**config.mk**
```make
export PLATFORM = sky130hd
export DESIGN_NAME = rst_seq_multi
export DESIGN_NICKNAME = d
export VERILOG_FILES = /design/src/rtl/rst_seq_multi.sv
export SDC_FILE = /design/constraint.sdc
export NUM_CORES = 1
export LEC_CHECK = 0
export CAP_MARGIN = 25
export CORE_MARGIN = 2
export CORE_UTILIZATION = 35
export DETAILED_ROUTE_END_ITERATION = 8
export GPL_ROUTABILITY_DRIVEN = 0
export GPL_TIMING_DRIVEN = 0
export PLACE_DENSITY = 0.59
export SETUP_SLACK_MARGIN = 0.05
export SLEW_MARGIN = 20
export SYNTH_ARGS = -nofsm -noshare
export SYNTH_HDL_FRONTEND = slang
export SYNTH_SLANG_ARGS = --single-unit
export TNS_END_PERCENT = 50
```
**constraint.sdc**
```tcl
create_clock -name i_clk -period 3.7 [get_ports i_clk]
set_clock_uncertainty 0.1 [all_clocks]
set_input_delay 1.11 -clock i_clk [delete_from_list [all_inputs] [get_ports i_clk]]
set_output_delay 1.11 -clock i_clk [all_outputs]
set_load 0.03 [all_outputs]
```
**src/rtl/rst_seq_multi.sv**
```systemverilog
// Multi-channel reset sequencer: holds all channels in reset for MIN_ASSERT cycles,
// then releases the enabled channels one at a time in ascending index order.
module rst_seq_multi #(
   parameter int N_CH       = 4,
   parameter int DLY_W      = 16,
   parameter int MIN_ASSERT = 16,
   parameter int CH_W       = (N_CH > 1) ? $clog2(N_CH) : 1
) (
   input  logic             i_clk,
   input  logic             i_rst,
   input  logic             i_soft_rst,
   input  logic             i_hold,
   input  logic [DLY_W-1:0] i_step_dly,
   input  logic [N_CH-1:0]  i_ch_en,
   output logic [N_CH-1:0]  o_rst,
   output logic             o_busy,
   output logic             o_done,
   output logic [CH_W-1:0]  o_cur_ch
);

   // One counter serves both the hold-off period and the step delay, so it
   // must cover whichever is longer.
   localparam int MA_W  = $clog2(MIN_ASSERT + 1);
   localparam int CNT_W = (DLY_W > MA_W) ? DLY_W : MA_W;
   localparam logic [CNT_W-1:0] MA_LAST = CNT_W'(MIN_ASSERT - 1);

   typedef enum logic [1:0] {ASSERT, STEP, DONE} state_t;

   state_t           state;
   logic [CNT_W-1:0] cnt;
   logic [DLY_W-1:0] step_q;
   logic [N_CH-1:0]  en_q;
   logic [CNT_W-1:0] step_ext;
   logic [CH_W:0]    first_nx;
   logic [CH_W:0]    step_nx;
   logic             latch;

   // Lowest set bit of mask at or above index from; MSB of result is the found flag.
   function automatic logic [CH_W:0] next_en(input logic [N_CH-1:0] mask, input int from);
      logic [CH_W:0] r;
      r = '0;
      for (int i = N_CH - 1; i >= 0; i--) begin
         if (mask[i] && (i >= from)) r = {1'b1, CH_W'(i)};
      end
      return r;
   endfunction

   assign step_ext = CNT_W'(step_q);
   assign first_nx = next_en(i_ch_en, 0);
   assign step_nx  = next_en(en_q, int'(o_cur_ch) + 1);
   assign latch    = (state == ASSERT) && (cnt == MA_LAST) && !i_soft_rst && !i_rst;

   // Configuration snapshot taken once per sequence, at the end of the hold-off.
   always_ff @(posedge i_clk) begin
      if (latch) begin
         step_q <= i_step_dly;
         en_q   <= i_ch_en;
      end
   end

   always_ff @(posedge i_clk or posedge i_rst) begin
      if (i_rst) begin
         state    <= ASSERT;
         cnt      <= '0;
         o_rst    <= '1;
         o_busy   <= 1'b1;
         o_done   <= 1'b0;
         o_cur_ch <= '0;
      end else if (i_soft_rst) begin
         state    <= ASSERT;
         cnt      <= '0;
         o_rst    <= '1;
         o_busy   <= 1'b1;
         o_done   <= 1'b0;
         o_cur_ch <= '0;
      end else begin
         case (state)
            ASSERT: begin
               if (cnt == MA_LAST) begin
                  cnt <= '0;
                  if (first_nx[CH_W]) begin
                     state    <= STEP;
                     o_cur_ch <= first_nx[CH_W-1:0];
                  end else begin
                     state  <= DONE;
                     o_busy <= 1'b0;
                     o_done <= 1'b1;
                  end
               end else begin
                  cnt <= cnt + 1'b1;
               end
            end
            STEP: begin
               if (!i_hold) begin
                  if (cnt == step_ext) begin
                     o_rst[o_cur_ch] <= 1'b0;
                     cnt             <= '0;
                     // The last released index stays visible on o_cur_ch in DONE.
                     if (step_nx[CH_W]) begin
                        o_cur_ch <= step_nx[CH_W-1:0];
                     end else begin
                        state  <= DONE;
                        o_busy <= 1'b0;
                        o_done <= 1'b1;
                     end
                  end else begin
                     cnt <= cnt + 1'b1;
                  end
               end
            end
            default: ;
         endcase
      end
   end

endmodule

```
==> run metrics <==
Synth Cell Area 0.00227 mm2; Remaining Overflow, GRT 0; cell with the most instances after synthesis dfrtp_1; CTS Buf Count 5; worst reg2reg setup slack between 1 and 1.5 ns; Total Nets Final roughly 260; Post-synth top flop dfrtp_1; Hold Vio Cnt, Final 0; vias after detailed routing 1,652; Crit path required time 3.53 ns; layout cells sized above 1 0.0879; antenna violations before repair 0; Pwr Total 0.000903 W; post-synthesis async set-or-reset flop share 0.578; crit path cell chain clkdlybuf4s50_1, inv_1, buf_8, and4_1; number of synthesized flops with an enable pin 19; Pint about 0.00071 W; hold buffer count at CTS 0; number of top-level pins 32; crit-path max cell delay around 0.8 ns; Worst R2R End step_ext[12]; area leader, netlist edfxtp_1; buffers plus inverters on the worst setup path 3; clk buf depth 2; Fill cells 615; FP Rows 29; Setup violations, final 0; Worst Hold Class reg2reg; vias in the first global route 1,648; CTS root buf clkbuf_8; FMAX 0.327 GHz; die width 84.6 um; MaxCap Viol Count 0; Register Area 0.00123 mm2; starting density of the core 0.360; Hold Crit Endpoint o_rst[0]; CTS tree done; first-pass GRT wire length 7990 um; WL per Instance roughly 14 um; Mean Syn Cell Area 11.4 um2; Worst-Skew Late Latency 0.29 ns; Sw Share 0.214; non-filler cells, final 316; Post-CTS Setup Bufs 0; area delta synth->final 22.7%; Final min period 3.06 ns; Remaining DRCs 0; CTS H-tree lvls 2; family with the most delay on the worst path buffers and inverters; PostCTS Resize Cnt 0; Mapped Cells around 200; hpwl dp 3290 um; number of port buffers 31; CP max FO 19; crit path DAT ~2.9 ns; Detailed Routing Iterations Pass 1 4; largest net degree at the start of global routing 20; GRT Overall Usage 0.140; Area after DPL 0.00270 mm2; post-layout worst setup margin 0.641 ns; Comb power frac 0.066; Core Region between 0.006 and 0.007 mm2; Die Ht 84.6 um; Synth area leaders edfxtp_1, dfrtp_1, xnor2_1; synth cell count leaders dfrtp_1, a21oi_1, edfxtp_1; Sink Count 45; Net Sw Power 0.000193 W; power per cell area 324 mW/mm2; vias per cell 5.23; DRT iter0 DRCs 84; worst hold path stage count 1; post-place setup slack 0.250 ns; fin util 0.442; Clk pin slew, worst setup/hold paths about 0.080 ns; Peak VDD IR approximately 0.00023 V; crit path max-delay cell type and4_1; sequential share of power 0.585; Final Routed Wirelength 4470 um; area of the die 0.00716 mm2; total of warnings raised by yosys 0; Max transition margin 0.425; P_leak 1.03 nW; min-delay src o_rst[0]; Syn Nets between 200 and 250; Slew @ Worst Pin 0.863 ns; combined area of the multi-input logic cells 955 um2; antenna cells 0; Crit. End Element register; post-route cell area 0.00279 mm2; synth unique cells 44; unrepaired setup endpoints after global routing false; critical path class in2reg; Final Cycle Share 0.827; placed instance count 308; Synth top area share 0.251; crit path launch type input pin; worst r2r src cnt[0]; Max Slew Vio Count 0; status finished, final reports clean; sequential fraction of the synthesis area 0.540; worst reg2reg path depth 4; #FFs+latches synth 45; Routed Antenna Nets 0; clock power share 0.349
==> layer usage <==
layer	vias up	GRT usage	part of all wire
met5	-	0	0
met4	0	0.0418	0.015
met3	7	0.0275	0.032
met2	35	0.205	0.44
met1	796	0.211	0.51
li1	814	-	-
==> sequential cells by signal, indices dropped and copies added, names as in the netlist <==
register  count
en_q          3
o_rst         4
step_ext     16
cnt          16
o_done        1
o_busy        1
state         2
o_cur_ch      2
==> cell type report <==
class                           instances  area share
Clock buffer                            7      0.0310
Sequential cell                        45       0.440
Multi-Input combinational cell        135       0.342
Timing Repair Buffer                   32       0.117
Inverter                                9      0.0121
Clock inverter                          1     0.00269
Tap cell                               77      0.0345
Buffer                                 10      0.0206
==> cell usage in the layout, fill, tap and decap left out, drive strengths merged, types with 4 or more instances in the layout <==
cell / netlist / final
clkdlybuf4s50: 0 / 31
dfrtp: 21 / 21
a21oi: 19 / 19
edfxtp: 19 / 19
xnor2: 19 / 19
nand4: 13 / 13
clkbuf: 6 / 13
xor2: 12 / 12
inv: 9 / 9
nand2: 8 / 8
a21o: 7 / 7
nor2: 7 / 7
dfstp: 5 / 5
nor4: 5 / 5
buf: 4 / 5
o21ai: 4 / 4
and4: 4 / 4
==> how the worst max path moves through the flow <==
stage	startpoint	end	slack (ns)	cells after the start
floorplan	i_rst	en_q[1]	0.84	2
global placement	i_rst	step_ext[9]	-0.12	3
detailed placement	i_rst	step_ext[8]	0.25	4
CTS	i_rst	step_ext[3]	0.55	4
global route	i_rst	step_ext[0]	0.44	4
finish	i_rst	step_ext[12]	0.64	4
==> logic make-up (layout without fill, tap and decap cells) <==
family | after synthesis | in the layout | share of synthesized area
xor+xnor | 31 | 31 | 0.123
compound gates | 45 | 45 | 0.130
mux | 3 | 3 | 0.0132
buf+inv | 19 | 59 | 0.0402
fa+ha+maj | 1 | 1 | 0.00550
simple gates | 55 | 55 | 0.149
flops | 45 | 45 | 0.540
==> metrics by stage <==
stage          setup TNS, ns  hold slack [ns]
6_report                   0            0.414
5_1_grt                    0            0.428
4_1_cts                    0            0.418
3_5_place_dp               0            0.406
3_3_place_gp           -2.20            0.399
2_1_floorplan              0            0.471
==> worst reg2reg max path, cell delays in order, from the launching register on <==
cell     delay [ns]
dfrtp_1        0.47
ha_1           0.26
nor3b_1        0.31
and4_1         0.26
and4_1         0.77
==> power groups by stage <==
stage	combinational (W)	sequential (W)	clock (W)
after floorplan	0.0000257	0.000537	0
after global placement	0.0000579	0.000538	0
after detailed placement	0.0000601	0.000538	0
after CTS	0.0000604	0.000528	0.000326
after global routing	0.0000672	0.000528	0.000350
final	0.0000595	0.000528	0.000315
No activity file was read; power rests on OpenSTA's default activity.
